File: config.mk
export PLATFORM = sky130hd
export DESIGN_NAME = branch_hazard_ctrl_flat
export DESIGN_NICKNAME = d
export VERILOG_FILES = /design/src/rtl/cpu_pkg.sv /design/src/rtl/branch_hazard_ctrl_if.sv /design/src/rtl/branch_hazard_ctrl_operand_check.sv /design/src/rtl/branch_hazard_ctrl.sv /design/src/flat_wrapper.sv
export SDC_FILE = /design/constraint.sdc
export NUM_CORES = 1
export LEC_CHECK = 0
export CORE_MARGIN = 2
export CORE_UTILIZATION = 34
export CTS_CLUSTER_DIAMETER = 50
export DETAILED_ROUTE_END_ITERATION = 16
export GPL_TIMING_DRIVEN = 0
export PLACE_DENSITY = 0.89
export SLEW_MARGIN = 30
export SYNTH_ARGS = -nofsm -noshare
export SYNTH_HDL_FRONTEND = slang
export SYNTH_HIERARCHICAL = 1
export SYNTH_SLANG_ARGS = --single-unit
File: constraint.sdc
create_clock -name clk -period 13.8 [get_ports clk]
set_input_delay 3.45 -clock clk [delete_from_list [all_inputs] [get_ports clk]]
set_output_delay 3.45 -clock clk [all_outputs]
set_load 0.01 [all_outputs]
File: src/rtl/cpu_pkg.sv
// Shared definitions for ID-stage branch hazard control: forward-select
// encodings, stall-length constants and the hazard FSM state type.
package cpu_pkg;

  localparam logic [1:0] FWD_RF  = 2'd0;
  localparam logic [1:0] FWD_MEM = 2'd1;
  localparam logic [1:0] FWD_WB  = 2'd2;

  localparam int STALL_LOAD_EX  = 2;
  localparam int STALL_ALU_EX   = 1;
  localparam int STALL_LOAD_MEM = 1;

  typedef enum logic {
    IDLE  = 1'b0,
    STALL = 1'b1
  } hz_state_t;

  // A MEM-stage load cannot forward its ALUOut (it is only an address), so
  // it falls through to the WB check.
  function automatic logic [1:0] fwd_pick(input logic mem_alu_hit, input logic wb_hit);
    if (mem_alu_hit) return FWD_MEM;
    if (wb_hit)      return FWD_WB;
    return FWD_RF;
  endfunction

endpackage

File: src/rtl/branch_hazard_ctrl_if.sv
// Bundle of ID-stage branch inputs, producer information from EX/MEM/WB and
// the front-end control outputs of branch_hazard_ctrl.
interface branch_hazard_ctrl_if #(
  parameter int STAT_W = 32
);
  logic              Branch_ID;
  logic              UseRt_ID;
  logic              JumpReg_ID;
  logic [4:0]        rs_ID;
  logic [4:0]        rt_ID;
  logic              BranchTaken_ID;
  logic              RegWrite_EX;
  logic              MemRead_EX;
  logic [4:0]        RegWriteAddr_EX;
  logic              RegWrite_MEM;
  logic              MemRead_MEM;
  logic [4:0]        RegWriteAddr_MEM;
  logic              RegWrite_WB;
  logic [4:0]        RegWriteAddr_WB;

  logic              PCWrite;
  logic              IFIDWrite;
  logic              IDEXBubble;
  logic              IFIDFlush;
  logic [1:0]        FwdSelA;
  logic [1:0]        FwdSelB;
  logic              Stalling;
  logic [STAT_W-1:0] BranchCount;
  logic [STAT_W-1:0] TakenCount;
  logic [STAT_W-1:0] StallCycles;

  modport master (
    output Branch_ID, UseRt_ID, JumpReg_ID, rs_ID, rt_ID, BranchTaken_ID,
           RegWrite_EX, MemRead_EX, RegWriteAddr_EX,
           RegWrite_MEM, MemRead_MEM, RegWriteAddr_MEM,
           RegWrite_WB, RegWriteAddr_WB,
    input  PCWrite, IFIDWrite, IDEXBubble, IFIDFlush, FwdSelA, FwdSelB,
           Stalling, BranchCount, TakenCount, StallCycles
  );

  modport slave (
    input  Branch_ID, UseRt_ID, JumpReg_ID, rs_ID, rt_ID, BranchTaken_ID,
           RegWrite_EX, MemRead_EX, RegWriteAddr_EX,
           RegWrite_MEM, MemRead_MEM, RegWriteAddr_MEM,
           RegWrite_WB, RegWriteAddr_WB,
    output PCWrite, IFIDWrite, IDEXBubble, IFIDFlush, FwdSelA, FwdSelB,
           Stalling, BranchCount, TakenCount, StallCycles
  );
endinterface

File: src/rtl/branch_hazard_ctrl_operand_check.sv
// Per-operand hazard check for an ID-stage branch source register: required
// stall length and forwarding mux select.
module branch_operand_check
  import cpu_pkg::*;
#(
  parameter int STALL_CNT_W = 2
) (
  input  logic                   active,
  input  logic [4:0]             src,
  input  logic                   RegWrite_EX,
  input  logic                   MemRead_EX,
  input  logic [4:0]             RegWriteAddr_EX,
  input  logic                   RegWrite_MEM,
  input  logic                   MemRead_MEM,
  input  logic [4:0]             RegWriteAddr_MEM,
  input  logic                   RegWrite_WB,
  input  logic [4:0]             RegWriteAddr_WB,
  output logic [STALL_CNT_W-1:0] stall_req,
  output logic [1:0]             fwd_sel
);

  logic nonzero;
  logic ex_hit;
  logic mem_hit;
  logic wb_hit;

  assign nonzero = (src != 5'd0);
  assign ex_hit  = nonzero && RegWrite_EX  && (RegWriteAddr_EX  == src);
  assign mem_hit = nonzero && RegWrite_MEM && (RegWriteAddr_MEM == src);
  assign wb_hit  = nonzero && RegWrite_WB  && (RegWriteAddr_WB  == src);

  always_comb begin
    stall_req = '0;
    if (active) begin
      if (ex_hit && MemRead_EX)
        stall_req = STALL_CNT_W'(STALL_LOAD_EX);
      else if (ex_hit)
        stall_req = STALL_CNT_W'(STALL_ALU_EX);
      else if (mem_hit && MemRead_MEM)
        stall_req = STALL_CNT_W'(STALL_LOAD_MEM);
    end
  end

  assign fwd_sel = fwd_pick(mem_hit && !MemRead_MEM, wb_hit);

endmodule

File: src/rtl/branch_hazard_ctrl.sv
// ID-stage branch/jr hazard sequencer: stalls the front end until branch
// operands are forwardable, drives forward selects, flushes IF/ID on taken
// branches. Optional statistics counters under BRANCH_HAZARD_STATS_EN.
module branch_hazard_ctrl
  import cpu_pkg::*;
#(
  parameter int STALL_CNT_W = 2,
  parameter int STAT_W      = 32
) (
  input  logic                clk,
  input  logic                reset,
  branch_hazard_ctrl_if.slave hz
);

  localparam logic [STALL_CNT_W-1:0] CNT_ONE = STALL_CNT_W'(1);

  logic                   rs_active;
  logic                   rt_active;
  logic [STALL_CNT_W-1:0] rs_req;
  logic [STALL_CNT_W-1:0] rt_req;
  logic [STALL_CNT_W-1:0] need_n;
  logic [1:0]             rs_fwd;
  logic [1:0]             rt_fwd;
  hz_state_t              state_q;
  hz_state_t              state_d;
  logic [STALL_CNT_W-1:0] cnt_q;
  logic [STALL_CNT_W-1:0] cnt_d;
  logic                   stall;
  logic                   flush;

  assign rs_active = hz.Branch_ID | hz.JumpReg_ID;
  assign rt_active = hz.Branch_ID & hz.UseRt_ID;
  assign need_n    = (rs_req > rt_req) ? rs_req : rt_req;

  branch_operand_check #(.STALL_CNT_W(STALL_CNT_W)) u_rs_check (
    .active           (rs_active),
    .src              (hz.rs_ID),
    .RegWrite_EX      (hz.RegWrite_EX),
    .MemRead_EX       (hz.MemRead_EX),
    .RegWriteAddr_EX  (hz.RegWriteAddr_EX),
    .RegWrite_MEM     (hz.RegWrite_MEM),
    .MemRead_MEM      (hz.MemRead_MEM),
    .RegWriteAddr_MEM (hz.RegWriteAddr_MEM),
    .RegWrite_WB      (hz.RegWrite_WB),
    .RegWriteAddr_WB  (hz.RegWriteAddr_WB),
    .stall_req        (rs_req),
    .fwd_sel          (rs_fwd)
  );

  branch_operand_check #(.STALL_CNT_W(STALL_CNT_W)) u_rt_check (
    .active           (rt_active),
    .src              (hz.rt_ID),
    .RegWrite_EX      (hz.RegWrite_EX),
    .MemRead_EX       (hz.MemRead_EX),
    .RegWriteAddr_EX  (hz.RegWriteAddr_EX),
    .RegWrite_MEM     (hz.RegWrite_MEM),
    .MemRead_MEM      (hz.MemRead_MEM),
    .RegWriteAddr_MEM (hz.RegWriteAddr_MEM),
    .RegWrite_WB      (hz.RegWrite_WB),
    .RegWriteAddr_WB  (hz.RegWriteAddr_WB),
    .stall_req        (rt_req),
    .fwd_sel          (rt_fwd)
  );

  // The first stall cycle is issued from IDLE (Mealy); cnt then holds the
  // number of additional STALL cycles still owed.
  always_comb begin
    state_d = state_q;
    cnt_d   = cnt_q;
    stall   = 1'b0;
    case (state_q)
      IDLE: begin
        if (need_n != '0) begin
          stall = 1'b1;
          cnt_d = need_n - CNT_ONE;
          if (need_n > CNT_ONE)
            state_d = STALL;
        end
      end
      STALL: begin
        stall = 1'b1;
        cnt_d = cnt_q - CNT_ONE;
        if (cnt_q <= CNT_ONE || !rs_active) begin
          state_d = IDLE;
          cnt_d   = '0;
        end
      end
      default: begin
        state_d = IDLE;
        cnt_d   = '0;
      end
    endcase
    if (reset)
      stall = 1'b0;
  end

  always_ff @(posedge clk) begin
    if (reset) begin
      state_q <= IDLE;
      cnt_q   <= '0;
    end else begin
      state_q <= state_d;
      cnt_q   <= cnt_d;
    end
  end

  assign flush = !reset && !stall &&
                 ((hz.Branch_ID && hz.BranchTaken_ID) || hz.JumpReg_ID);

  always_comb begin
    hz.PCWrite    = 1'b1;
    hz.IFIDWrite  = 1'b1;
    hz.IDEXBubble = 1'b0;
    hz.Stalling   = 1'b0;
    hz.IFIDFlush  = flush;
    hz.FwdSelA    = FWD_RF;
    hz.FwdSelB    = FWD_RF;
    if (!reset) begin
      hz.PCWrite    = !stall;
      hz.IFIDWrite  = !stall;
      hz.IDEXBubble = stall;
      hz.Stalling   = stall;
      hz.FwdSelA    = rs_fwd;
      hz.FwdSelB    = rt_fwd;
    end
  end

`ifdef BRANCH_HAZARD_STATS_EN
  logic [STAT_W-1:0] branch_cnt;
  logic [STAT_W-1:0] taken_cnt;
  logic [STAT_W-1:0] stall_cyc;

  always_ff @(posedge clk) begin
    if (reset) begin
      branch_cnt <= '0;
      taken_cnt  <= '0;
      stall_cyc  <= '0;
    end else begin
      if (!stall && rs_active) branch_cnt <= branch_cnt + 1'b1;
      if (flush)               taken_cnt  <= taken_cnt + 1'b1;
      if (stall)               stall_cyc  <= stall_cyc + 1'b1;
    end
  end

  assign hz.BranchCount = reset ? '0 : branch_cnt;
  assign hz.TakenCount  = reset ? '0 : taken_cnt;
  assign hz.StallCycles = reset ? '0 : stall_cyc;
`else
  assign hz.BranchCount = {STAT_W{1'b0}};
  assign hz.TakenCount  = {STAT_W{1'b0}};
  assign hz.StallCycles = {STAT_W{1'b0}};
`endif

endmodule
File: src/flat_wrapper.sv
// flat-port wrapper written by rule: the top's interface ports become plain ports
module branch_hazard_ctrl_flat import cpu_pkg::*;
#(
  parameter int STALL_CNT_W = 2,
  parameter int STAT_W      = 32
)
  (clk, reset, hz_Branch_ID, hz_UseRt_ID, hz_JumpReg_ID, hz_rs_ID, hz_rt_ID, hz_BranchTaken_ID, hz_RegWrite_EX, hz_MemRead_EX, hz_RegWriteAddr_EX, hz_RegWrite_MEM, hz_MemRead_MEM, hz_RegWriteAddr_MEM, hz_RegWrite_WB, hz_RegWriteAddr_WB, hz_PCWrite, hz_IFIDWrite, hz_IDEXBubble, hz_IFIDFlush, hz_FwdSelA, hz_FwdSelB, hz_Stalling, hz_BranchCount, hz_TakenCount, hz_StallCycles);
  branch_hazard_ctrl_if #(.STAT_W(STAT_W)) hz_i ();
  input  logic clk;
  input  logic reset;
  input wire logic [$bits(hz_i.Branch_ID)-1:0] hz_Branch_ID;
  input wire logic [$bits(hz_i.UseRt_ID)-1:0] hz_UseRt_ID;
  input wire logic [$bits(hz_i.JumpReg_ID)-1:0] hz_JumpReg_ID;
  input wire logic [$bits(hz_i.rs_ID)-1:0] hz_rs_ID;
  input wire logic [$bits(hz_i.rt_ID)-1:0] hz_rt_ID;
  input wire logic [$bits(hz_i.BranchTaken_ID)-1:0] hz_BranchTaken_ID;
  input wire logic [$bits(hz_i.RegWrite_EX)-1:0] hz_RegWrite_EX;
  input wire logic [$bits(hz_i.MemRead_EX)-1:0] hz_MemRead_EX;
  input wire logic [$bits(hz_i.RegWriteAddr_EX)-1:0] hz_RegWriteAddr_EX;
  input wire logic [$bits(hz_i.RegWrite_MEM)-1:0] hz_RegWrite_MEM;
  input wire logic [$bits(hz_i.MemRead_MEM)-1:0] hz_MemRead_MEM;
  input wire logic [$bits(hz_i.RegWriteAddr_MEM)-1:0] hz_RegWriteAddr_MEM;
  input wire logic [$bits(hz_i.RegWrite_WB)-1:0] hz_RegWrite_WB;
  input wire logic [$bits(hz_i.RegWriteAddr_WB)-1:0] hz_RegWriteAddr_WB;
  output wire logic [$bits(hz_i.PCWrite)-1:0] hz_PCWrite;
  output wire logic [$bits(hz_i.IFIDWrite)-1:0] hz_IFIDWrite;
  output wire logic [$bits(hz_i.IDEXBubble)-1:0] hz_IDEXBubble;
  output wire logic [$bits(hz_i.IFIDFlush)-1:0] hz_IFIDFlush;
  output wire logic [$bits(hz_i.FwdSelA)-1:0] hz_FwdSelA;
  output wire logic [$bits(hz_i.FwdSelB)-1:0] hz_FwdSelB;
  output wire logic [$bits(hz_i.Stalling)-1:0] hz_Stalling;
  output wire logic [$bits(hz_i.BranchCount)-1:0] hz_BranchCount;
  output wire logic [$bits(hz_i.TakenCount)-1:0] hz_TakenCount;
  output wire logic [$bits(hz_i.StallCycles)-1:0] hz_StallCycles;
  assign hz_i.Branch_ID = hz_Branch_ID;
  assign hz_i.UseRt_ID = hz_UseRt_ID;
  assign hz_i.JumpReg_ID = hz_JumpReg_ID;
  assign hz_i.rs_ID = hz_rs_ID;
  assign hz_i.rt_ID = hz_rt_ID;
  assign hz_i.BranchTaken_ID = hz_BranchTaken_ID;
  assign hz_i.RegWrite_EX = hz_RegWrite_EX;
  assign hz_i.MemRead_EX = hz_MemRead_EX;
  assign hz_i.RegWriteAddr_EX = hz_RegWriteAddr_EX;
  assign hz_i.RegWrite_MEM = hz_RegWrite_MEM;
  assign hz_i.MemRead_MEM = hz_MemRead_MEM;
  assign hz_i.RegWriteAddr_MEM = hz_RegWriteAddr_MEM;
  assign hz_i.RegWrite_WB = hz_RegWrite_WB;
  assign hz_i.RegWriteAddr_WB = hz_RegWriteAddr_WB;
  assign hz_PCWrite = hz_i.PCWrite;
  assign hz_IFIDWrite = hz_i.IFIDWrite;
  assign hz_IDEXBubble = hz_i.IDEXBubble;
  assign hz_IFIDFlush = hz_i.IFIDFlush;
  assign hz_FwdSelA = hz_i.FwdSelA;
  assign hz_FwdSelB = hz_i.FwdSelB;
  assign hz_Stalling = hz_i.Stalling;
  assign hz_BranchCount = hz_i.BranchCount;
  assign hz_TakenCount = hz_i.TakenCount;
  assign hz_StallCycles = hz_i.StallCycles;
  branch_hazard_ctrl #(.STALL_CNT_W(STALL_CNT_W), .STAT_W(STAT_W)) u_core (.clk(clk), .reset(reset), .hz(hz_i));
endmodule
Word level (Yosys, flattened, before mapping):

Index checks and enable logic that the tools add are counted.

* flip-flop bits (word level): 3
* bits in latches: 0
* bits in writable memories: 0
* memory bits (read-only): 0
* bits of input ports: 36
* output and inout port bits: 105
* word-level logic and storage cells: 84
* memories kept: 0

* $add $sub $neg: 2
* $mul: 0
* divide/modulo/power cells: 0
* $lt $le $gt $ge: 3
* equal/unequal tests: 7
* shift operators: 0
* mux-type cells: 37
* bitwise gates (word level): 3
* reduce and logical (&&, ||, !) cells: 30

Operator list (number)
* $mux 2: 17
* $eq 5x5->1: 6
* $logic_and 1x1->1: 21
* $mux 1: 17
* $reduce_bool 5->1: 2
* $logic_not 1->1: 4
* $pmux 1 s2: 2
* $pmux 2 s2: 1
* $sub 2x1->2 const B: 2
* $gt 2x1->1 const B: 1
* $gt 2x2->1: 1
* $le 2x1->1 const B: 1
* $logic_or 1x1->1: 2
* $ne 2x1->1 const B: 1
* $reduce_bool 2->1: 1
* $and 1x1->1: 1
* $not 1->1: 1
* $or 1x1->1: 1

Logic depth before layout (Yosys ltp):

Gate-level depths: netlist of the first run.

* word-level depth: 17
* mapped depth: 14
* mapped depth without buffers: 13

Cells and area by module:

The synthesis of the first run kept the hierarchy.

By module, submodules not included
* branch_hazard_ctrl: instances 1, cells an instance 139, area an instance 1052.3 sq um, seq. area each 60.1 sq um
* branch_operand_check: instances 2, cells an instance 31, area an instance 237.7 sq um, seq. area each 0.0 sq um

Least setup slack after synthesis of the first run:

Ideal clock, no wire load.

* path kind: input-to-output
* start: input port hz_rs_ID[3]
* end: output port hz_Stalling
* arrival: 5.909 ns
* data required time: 10.350 ns
* slack: 4.441 ns
* stages: 14
* buffers on the path: 1
* cells stage by stage: or4_1 -> nor2_2 -> nor3_1 -> o31ai_2 -> inv_1 -> ha_1 -> inv_1 -> o22ai_1 -> mux2i_1 -> ha_1 -> nand2b_1 -> nand2b_1 -> inv_1 -> buf_4

* word-level cells in the longest chain between the ends: 15
* elaborated cells on any way between the ends: 20
* classes of those cells: order compare (1); eq/ne (2); mux (9); reduce/logical (8)

RTL lines
* start, declared: line flat_wrapper.sv:14 `input wire logic [$bits(hz_i.rs_ID)-1:0] hz_rs_ID;`
* $reduce_bool 5->1: line branch_hazard_ctrl_operand_check.sv:27 `assign nonzero = (src != 5'd0);`
* $logic_and 1x1->1 (2 in a row): line branch_hazard_ctrl_operand_check.sv:29 `assign mem_hit = nonzero && RegWrite_MEM && (RegWriteAddr_MEM == src);`
* $logic_and 1x1->1: line branch_hazard_ctrl_operand_check.sv:39 `else if (mem_hit && MemRead_MEM)`
* $mux 1: line branch_hazard_ctrl_operand_check.sv:39
* $mux 1: line branch_hazard_ctrl_operand_check.sv:37 `else if (ex_hit)`
* $mux 2 *: line branch_hazard_ctrl_operand_check.sv:35 `if (ex_hit && MemRead_EX)`
* $mux 2 *: line branch_hazard_ctrl_operand_check.sv:34 `if (active) begin`
* named net u_core.rs_req[0]: line branch_hazard_ctrl.sv:19 `logic [STALL_CNT_W-1:0] rs_req;`
* $gt 2x2->1: line branch_hazard_ctrl.sv:33 `assign need_n = (rs_req > rt_req) ? rs_req : rt_req;`
* $mux 2 *: line branch_hazard_ctrl.sv:33
* $reduce_bool 2->1 *: line branch_hazard_ctrl.sv:73 `if (need_n != '0) begin`
* $mux 1 *: line branch_hazard_ctrl.sv:73
* $pmux 1 s2 *: line branch_hazard_ctrl.sv:71 `case (state_q)`
* $mux 1 *: line branch_hazard_ctrl.sv:93 `if (reset)`
* $mux 1 *
* end, declared: line flat_wrapper.sv:31 `output wire logic [$bits(hz_i.Stalling)-1:0] hz_Stalling;`

Mark *: on every way through the listed nets, which the timed path passes. The rest lies on a longest branch.

Worst setup path in the final report of the first run:

* start: input port hz_rs_ID[3]
* end: output port hz_Stalling

* word-level cells in the longest chain between the ends: 15
* elaborated cells on any way between the ends: 20
* classes of those cells: order compare (1); eq/ne (2); mux (9); reduce/logical (8)

RTL lines
* $reduce_bool 5->1: line branch_hazard_ctrl_operand_check.sv:27
* $logic_and 1x1->1 (2 in a row): line branch_hazard_ctrl_operand_check.sv:29
* $logic_and 1x1->1: line branch_hazard_ctrl_operand_check.sv:39
* $mux 1: line branch_hazard_ctrl_operand_check.sv:39
* $mux 1: line branch_hazard_ctrl_operand_check.sv:37
* $mux 2 *: line branch_hazard_ctrl_operand_check.sv:35
* $mux 2 *: line branch_hazard_ctrl_operand_check.sv:34
* named net u_core.rs_req[0]: line branch_hazard_ctrl.sv:19
* $gt 2x2->1: line branch_hazard_ctrl.sv:33
* $mux 2 *: line branch_hazard_ctrl.sv:33
* $reduce_bool 2->1 *: line branch_hazard_ctrl.sv:73
* $mux 1 *: line branch_hazard_ctrl.sv:73
* $pmux 1 s2 *: line branch_hazard_ctrl.sv:71
* $mux 1 *: line branch_hazard_ctrl.sv:93
* $mux 1 *: line branch_hazard_ctrl.sv:118 `if (!reset) begin`

Marks and branches as above.

==> flow_metrics.tcl, run 1 <==
set metrics [dict create \
    maxSlewViolCount 0 \
    areaGrowthSynthToFinish_pct 59.4 \
    worstSetupPathType "in2out" \
    start_kind "primary input" \
    overflow 0 \
    cellPowerDensity_mw_per_mm2 38.7 \
    grt_setup_unrepaired "no" \
    routed_wl_microns 3260 \
    end_kind "output port" \
    cp_data_arrival_time_ns 7.03 \
    grt_pass1_wl_microns 4800 \
    r2r_end "u_core/cnt_q[0]" \
    hold_viol 0 \
    p_seq_share_pct 9.5 \
    yosysUniqueCellTypes 33 \
    place_ws_ns 3.32 \
    grt_pass1_vias 1148 \
    reg2reg_depth 5 \
    ys_warn_count 6 \
    grt_max_degree 11 \
    tns_ns 0 \
    final_nets 386 \
    dieArea_sq_mm 0.00505 \
    drt-initial-drc-count 14 \
    avgRoutedWirePerCell_microns 8.22 \
    dp_hpwl_microns 3100 \
    synthArstFlopShare_pct 0 \
    ios 141 \
    cts_setup_buffers 0 \
    die_w_microns 71.0 \
    synthFlopType "dfxtp_1" \
    crit_path_max_fanout 4 \
    maxCapViolations 0 \
    htree_levels 1 \
    syn_area_sq_mm 0.00153 \
    min_period_over_period_pct 75.9 \
    cts_resized 0 \
    finalSetupViolations 0 \
    cts_buffers 3 \
    drt-pass1-iter-count 4 \
    r2r_start "u_core/cnt_q[1]" \
    place_inst 392 \
    ys_seq_elements 3 \
    endpoint "hz_Stalling" \
    hold_buffers 0 \
    grt_usage_pct 11.7 \
    irDropWorstVdd_v 0.0000176 \
    root_buffer "clkbuf_8" \
    instances_no_fill 396 \
    numClockSinks 3 \
    clockBufferDepth 2 \
    leakage_nw 1.34 \
    fin_crit_ns 10.48 \
    insertion_delay_ns 0.22 \
    place_congestion 0.812 \
    startpoint "hz_rs_ID[3]" \
    start_util_pct 35.1 \
    tritoncts "built" \
    drc 0 \
    required_ns 10.35 \
    vias 1402 \
    viasPerCell 3.54 \
    internal-power_uw 62.3 \
    fin_worst_skew_ns 0.00208 \
    p_total_uw 94.2 \
    status "completed" \
    port_buffers 44 \
    core_sq_mm 0.00435 \
    path_clk_slew_ns 0.03 \
    synth-seq-area-share_pct 3.93 \
    p_sw_uw 31.8 \
    synth_area_per_cell_sq_um 7.60 \
    p_comb_share_pct 63.6 \
    rrSetupSlack_ns 12.54 \
    drive_gt1_share_pct 32.3 \
    synth_edf_count 0 \
    timing.fmax_ghz 0.0954 \
    antenna_cells 0 \
    hp-class "reg2reg" \
    antenna_found_initial 0 \
    swShare_pct 33.8 \
    die_h_microns 71.0 \
    rows 24 \
    worst_slack_ns 3.32 \
    syn_inst 201 \
    post-route-util_pct 55.9 \
    ant_nets 0 \
    p_clk_share_pct 26.8 \
]
-- cells by family after synthesis --
group | synth area share, %
XOR/XNOR | 17.2
AND/OR/NAND/NOR | 19.4
multiplexers | 0.655
AO/OA/AOI/OAI | 4.59
buffers and inverters | 49.9
other | 0.245
flip-flops | 3.93
adder cells (fa/ha/maj) | 4.10
-- critical path, stage by stage --
cell	delay, ns
clkdlybuf4s50_1	0.52
or4_1	0.58
nor2_2	0.15
nor3_1	0.09
o31ai_2	0.28
inv_1	0.07
ha_1	0.28
inv_1	0.04
o22ai_1	0.18
mux2i_1	0.26
ha_1	0.22
nand2b_1	0.10
nand2b_1	0.15
inv_1	0.07
buf_4	0.13
clkdlybuf4s50_1	0.46
-- cell type report --
cell class,count,area [sq um]
Fill cell,433,1920
Multi-Input combinational cell,188,1060
Buffer,99,739
Timing Repair Buffer,44,440
Tap cell,52,65.1
Sequential cell,3,60.1
Clock buffer,4,45.0
Inverter,6,22.5
-- state kept, by name (all words and copies together), names as in the netlist --
| signal | count |
|---|---|
| u_core/cnt_q | 2 |
| u_core/state_q | 1 |
-- power by group through the flow --
| stage | clock network (mW) | registers (mW) | logic (mW) |
|---|---|---|---|
| 3_5_place_dp | 0 | 0.00910 | 0.0586 |
| 5_1_grt | 0.0274 | 0.00900 | 0.0648 |
| 6_report | 0.0253 | 0.00898 | 0.0599 |
| 4_1_cts | 0.0258 | 0.00899 | 0.0587 |
| 3_3_place_gp | 0 | 0.00909 | 0.0581 |
| 2_1_floorplan | 0 | 0.00907 | 0.0425 |
-- worst min path at each step --
stage,startpoint,endpoint,slack [ns],depth (start not counted)
3_5_place_dp,u_core/cnt_q[1],u_core/cnt_q[1],0.56,3
6_report,u_core/cnt_q[1],u_core/cnt_q[1],0.57,3
4_1_cts,u_core/cnt_q[1],u_core/cnt_q[1],0.57,3
2_1_floorplan,u_core/cnt_q[1],u_core/cnt_q[1],0.54,3
5_1_grt,u_core/cnt_q[1],u_core/cnt_q[1],0.62,3
3_3_place_gp,u_core/cnt_q[1],u_core/cnt_q[1],0.56,3
-- layer usage --
layer  routed length, microns  part of all wire (%)  GRT usage [%]
met1                     1070                    33           10.6
met4                       59                   1.8           5.03
met3                      345                    11           2.99
met2                     1780                    55           23.9
met5                        0                     0              0
-- synth_stat cells (2+ instances only) --
master    number  share of area, %
nor4_1         4               1.6
dfxtp_1        3               3.9
nand2_1        4              0.98
or4_2          2               1.1
xnor2_1       18                10
nor3_1         4               1.3
inv_1          6               1.5
nor2_2         2              0.82
nor2b_1        4               1.6
buf_4         98                48
and3_2         2              0.98
o31ai_2        2               1.6
ha_1           5               4.1
nand4b_1       2               1.1
a21oi_1        2              0.66
o21a_1         2              0.98
nand2b_1       4               1.6
nor2_1         7               1.7
or4_1          2              0.98
nand4_1        4               1.6
xor2_1        12               6.9
-- layout by cell type (no fill, tap or decap), drive strengths merged --
cell / count
a211o: 1
a21oi: 2
and2: 1
and3: 2
and4b: 1
and4bb: 1
buf: 98
clkbuf: 5
clkdlybuf4s50: 44
conb: 96
dfxtp: 3
ha: 5
inv: 6
mux2i: 1
nand2: 4
nand2b: 4
nand4: 4
nand4b: 2
nor2: 9
nor2b: 4
nor3: 4
nor4: 4
nor4bb: 1
o21a: 2
o21ai: 1
o22ai: 1
o31ai: 2
or2: 1
or3: 1
or4: 4
xnor2: 18
xor2: 12
-- per-stage QoR --
| step | hold WS (ns) | instance area, sq um |
|---|---|---|
| after floorplan | 0.539 | 1880 |
| after global routing | 0.622 | 2430 |
| final | 0.573 | 2430 |
| after CTS | 0.573 | 2430 |
| after global placement | 0.559 | 2390 |
| after detailed placement | 0.564 | 2390 |
Note: power is estimated with default switching activity, not from simulation.
==> run 2, diff against run 1 <==
--- a/config.mk
+++ b/config.mk
@@ -6,11 +6,11 @@
 export NUM_CORES = 1
 export LEC_CHECK = 0
 export CORE_MARGIN = 2
-export CORE_UTILIZATION = 34
+export CORE_UTILIZATION = 28
 export CTS_CLUSTER_DIAMETER = 50
 export DETAILED_ROUTE_END_ITERATION = 16
 export GPL_TIMING_DRIVEN = 0
-export PLACE_DENSITY = 0.89
+export PLACE_DENSITY = 0.79
 export SLEW_MARGIN = 30
 export SYNTH_ARGS = -nofsm -noshare
 export SYNTH_HDL_FRONTEND = slang
==> constraint.sdc (replaced) <==
create_clock -name clk -period 8.55 [get_ports clk]
set_input_delay 2.1375 -clock clk [delete_from_list [all_inputs] [get_ports clk]]
set_output_delay 2.1375 -clock clk [all_outputs]
set_load 0.01 [all_outputs]
==> flow_metrics.tcl, run 2 (synthesis results as in run 1) <==
set metrics [dict create \
    drt-pass1-iter-count 2 \
    ios 141 \
    viasPerCell 3.36 \
    start_kind "primary input" \
    worstSetupPathType "in2out" \
    maxSlewViolCount 0 \
    cts_resized 0 \
    p_seq_share_pct 9.5 \
    p_sw_uw 52.1 \
    port_buffers 44 \
    grt_max_degree 11 \
    regMostFlops "u_core/cnt_q" \
    grt_pass1_vias 1268 \
    fin_crit_ns 7.86 \
    crit_path_max_fanout 4 \
    maxCapViolations 0 \
    antenna_cells 0 \
    slowest_stage "or4_2" \
    cellPowerDensity_mw_per_mm2 62.2 \
    grt_pass1_wl_microns 5150 \
    cp_data_arrival_time_ns 5.73 \
    hp-class "reg2reg" \
    p_comb_share_pct 63.2 \
    fin_worst_skew_ns 0.00250 \
    required_ns 6.41 \
    core_sq_mm 0.00517 \
    final_nets 386 \
    ant_nets 0 \
    p_clk_share_pct 27.3 \
    path_clk_slew_ns 0.03 \
    status "completed" \
    cts_buffers 3 \
    finalSetupViolations 0 \
    cp_top_family "buffers and inverters" \
    numClockSinks 3 \
    reg_top3 "u_core/cnt_q x2, u_core/state_q x1" \
    min_period_over_period_pct 92.0 \
    dieArea_sq_mm 0.00606 \
    timing.fmax_ghz 0.127 \
    overflow 0 \
    final_cell_mix "buf_4, conb_1, clkdlybuf4s50_1" \
    root_buffer "clkbuf_8" \
    cts_setup_buffers 0 \
    vias 1393 \
    die_w_microns 77.9 \
    hold_buffers 0 \
    whs_ns 0.573 \
    routed_wl_microns 3290 \
    drt-initial-drc-count 12 \
    tns_ns 0 \
    start_util_pct 29.5 \
    fillers 510 \
    leakage_nw 1.34 \
    tritoncts "built" \
    grt_setup_unrepaired "no" \
    drive_gt1_share_pct 32.3 \
    antenna_found_initial 0 \
    end_kind "output port" \
    avgRoutedWirePerCell_microns 7.95 \
    swShare_pct 34.1 \
    worst_slack_ns 0.686 \
    path_common_cell "inv_1" \
    areaGrowthSynthToFinish_pct 60.9 \
    irDropWorstVdd_v 0.0000417 \
    internal-power_uw 101 \
    rrSetupSlack_ns 7.30 \
    largest_register_ffs 2 \
    path_cells "clkdlybuf4s50_1, xnor2_1, nand4_1, or4_2, o31ai_2, inv_1, ha_1, inv_1, o22ai_1, mux2i_1, ha_1, nand2b_1, nand2b_1, inv_1, buf_4, clkdlybuf4s50_1" \
    die_h_microns 77.9 \
    htree_levels 1 \
    rows 26 \
    crit_buf_inv 6 \
    dp_hpwl_microns 3150 \
    slowest_delay_ns 0.64 \
    stdcell_area_sq_mm 0.00246 \
    place_ws_ns 0.671 \
    insertion_delay_ns 0.22 \
    clockBufferDepth 2 \
    dpl-instance-area_sq_mm 0.00241 \
    hold_viol 0 \
    final_common_cell "buf_4" \
    grt_usage_pct 10.3 \
    place_congestion 0.829 \
    drc 0 \
]
## run 2: cell counts in the layout (fill, tap and decap cells not counted)
No cell type changed its count.
## run 2: path summary, 6_finish.rpt
kind              startpoint         endpoint  depth (start not counted)
min reg2reg  u_core/cnt_q[1]  u_core/cnt_q[1]                          3
max              hz_rs_ID[2]      hz_Stalling                         16
min          u_core/cnt_q[1]  u_core/cnt_q[1]                          3
max reg2reg  u_core/cnt_q[1]  u_core/cnt_q[0]                          5
## run 2: cell type report
type / instances / area (sq um) / area share, %
plain buffers: 99 / 739 / 30.1
flip-flops and latches: 3 / 60.1 / 2.44
well taps: 70 / 87.6 / 3.56
inverters: 6 / 22.5 / 0.916
clock buffers: 4 / 45.0 / 1.83
multi-input cells: 188 / 1060 / 43.2
repair buffers: 44 / 440 / 17.9
## run 2: metal layers
| layer | vias to the layer above | track usage, % | part of all wire, % |
|---|---|---|---|
| met1 | 562 | 9.74 | 34 |
| met3 | 4 | 2.33 | 11 |
| met2 | 78 | 21.3 | 54 |
| li1 | 749 | - | - |
| met4 | 0 | 3.21 | 1.2 |
| met5 | - | 0 | 0 |
## run 2: power by group through the flow
| stage | Combinational [mW] | Sequential (mW) | Clock [mW] |
|---|---|---|---|
| after floorplan | 0.0685 | 0.0146 | 0 |
| after global placement | 0.0937 | 0.0147 | 0 |
| after detailed placement | 0.0945 | 0.0147 | 0 |
| after CTS | 0.0947 | 0.0145 | 0.0422 |
| after global routing | 0.105 | 0.0145 | 0.0436 |
| final | 0.0966 | 0.0145 | 0.0417 |
## run 2: through the flow
stage,util [%],instances,total power [mW]
2_1_floorplan,-,296,0.0832
3_3_place_gp,46.6,410,0.108
3_5_place_dp,46.6,410,0.109
4_1_cts,47.5,414,0.151
5_1_grt,47.5,414,0.163
6_report,47.5,414,0.153
## run 2: tightest hold or removal path, stage by stage, from the launching register on
cell     delay (ns)
dfxtp_1        0.30
inv_1          0.06
or3_1          0.09
o21ai_0        0.06
==> RTL change (settings of run 2) <==
`STALL_CNT_W` is set to 2 in 3 places; all go to 4.
--- a/src/rtl/branch_hazard_ctrl_operand_check.sv
+++ b/src/rtl/branch_hazard_ctrl_operand_check.sv
@@ -5,3 +5,3 @@
 #(
-  parameter int STALL_CNT_W = 2
+  parameter int STALL_CNT_W = 4
 ) (
--- a/src/rtl/branch_hazard_ctrl.sv
+++ b/src/rtl/branch_hazard_ctrl.sv
@@ -6,3 +6,3 @@
 #(
-  parameter int STALL_CNT_W = 2,
+  parameter int STALL_CNT_W = 4,
   parameter int STAT_W      = 32
--- a/src/flat_wrapper.sv
+++ b/src/flat_wrapper.sv
@@ -3,3 +3,3 @@
 #(
-  parameter int STALL_CNT_W = 2,
+  parameter int STALL_CNT_W = 4,
   parameter int STAT_W      = 32
Formal check against the unedited RTL: same outputs for any inputs over 10 cycles, from zero or initial values and one cycle with reset high; that may be too few to reach the edited logic, so the function may still have changed.
==> RTL change against run 2 <==
  * Area after synthesis up 28%
  * Sequential cell count is 2 higher
  * Design area increased by 24%
  * Fmax shrank 5.6%
  * Clock skew is 0.0053 ns higher
  * Via count increased by 38%
  * Wire length up 43%
  * Sequential power is 140% higher
  * Setup slack got worse by 0.47 ns
  * First-iteration DRC count rose to 3.1 times the old value
  * Power up 56%
  * Largest power group unchanged
==> RTL change: results (changes against run 2) <==
Outcome
  • Status: finished clean (unchanged)

Setup path
  • Worst-case reg-to-reg path depth: 7 (was 5)
  • R2R Setup Slk: 6.86 ns (was 7.30 ns)
  • Crit Reg-Reg Startpoint: u_core/cnt_q[0] (was u_core/cnt_q[1])
  • CP startpoint: hz_rt_ID[3] (was hz_rs_ID[2])
  • Delay of the slowest critical-path stage: 0.57 ns (was 0.64 ns)
  • Crit-path max FO: 6 (was 4)

Cells and area
  • ClkCell Share: 1.52% (was 1.83%)
  • Signal buf overhead: 41.9% (was 48.0%)
  • Fraction of area in multi-input gates: 48.7% (was 43.2%)
  • Nets: 459 (was 386)
  • Largest registers: u_core/cnt_q (4), u_core/state_q (1) (was u_core/cnt_q (2), u_core/state_q (1))
  • Multi-input comb cells: 241 (was 188)
  • Fraction of area in registers: 3.30% (was 2.44%)
  • Clock buffer cells: 3 (was 4)
  • Share of layout cells above drive strength 1: 34.1% (was 32.3%)

Global route
  • M3 GR Usage: 3.49% (was 2.33%)
  • Vias in the first global route: 1654 (was 1268)
  • First-pass GRT wire length: 6720 um (was 5150 um)
  • GR Util met1: 10.7% (was 9.74%)

Power
  • Clk pwr share: 18.9% (was 27.3%)
  • Leak: 0.00159 uW (was 0.00134 uW)
  • Total power: 238 uW (was 153 uW)
  • Peak VDD IR: 52.0 uV (was 41.7 uV)
  • Int Power: 142 uW (was 101 uW)

Synth
  • Register bit count reported by yosys: 5 (was 3)
  • Register area share after synthesis: 5.12% (was 3.93%)
  • Post-Syn Area: 0.00195 mm2 (was 0.00153 mm2)
  • Cells after Synth: 262 (was 201)

Routing
  • Met3 WL post-DR: 504 um (was 352 um)
  • Post-Route WL: 4690 um (was 3290 um)
  • Met2 Wirelength: 2420 um (was 1780 um)
  • DRT met1 WL: 1650 um (was 1120 um)
  • Via/cell ratio: 3.88 (was 3.36)
  • Per-cell routed wire length: 9.50 um (was 7.95 um)

Placed design
  • DP HPWL: 3950 um (was 3150 um)
  • RD Place Congestion: 0.807 (was 0.829)
  • Post-Place Worst Slack: -0.274 ns (was 0.671 ns)

Timing
  • Final period util: 97.5% (was 92.0%)
  • Final hold slack: 0.519 ns (was 0.573 ns)
## RTL change: cell types whose count changed in the layout (fill, tap and decap cells not counted), sizes merged, moves of 5 or more
cell | before | now
dlymetal6s2s | 0 | 5
nand2 | 4 | 14
nor3 | 4 | 10
buf | 98 | 109
clkdlybuf4s50 | 44 | 37
## RTL change: cells by family (layout without fill, tap and decap cells)
| kind of cell | Yosys count | after routing | synth area share [%] |
|---|---|---|---|
| AOI/OAI and AO/OA | 31 | 31 | 13.4 |
| xor gates and xnor gates | 32 | 32 | 14.3 |
| adders and majority gates | 8 | 8 | 5.12 |
| buffers and inverters | 113 | 168 | 41.3 |
| DFF | 5 | 5 | 5.12 |
| other | 3 | 100 | 0.576 |
| and+or+nand+nor | 70 | 70 | 20.2 |
## RTL change: what timing repair did
action / CTS / global route
hold endpoints to repair: 0 / 0
endpoints found under the setup margin: 5 / 5
buffers inserted: 2 / 5
resized for setup: 8 / 14
pin swaps: 2 / 6
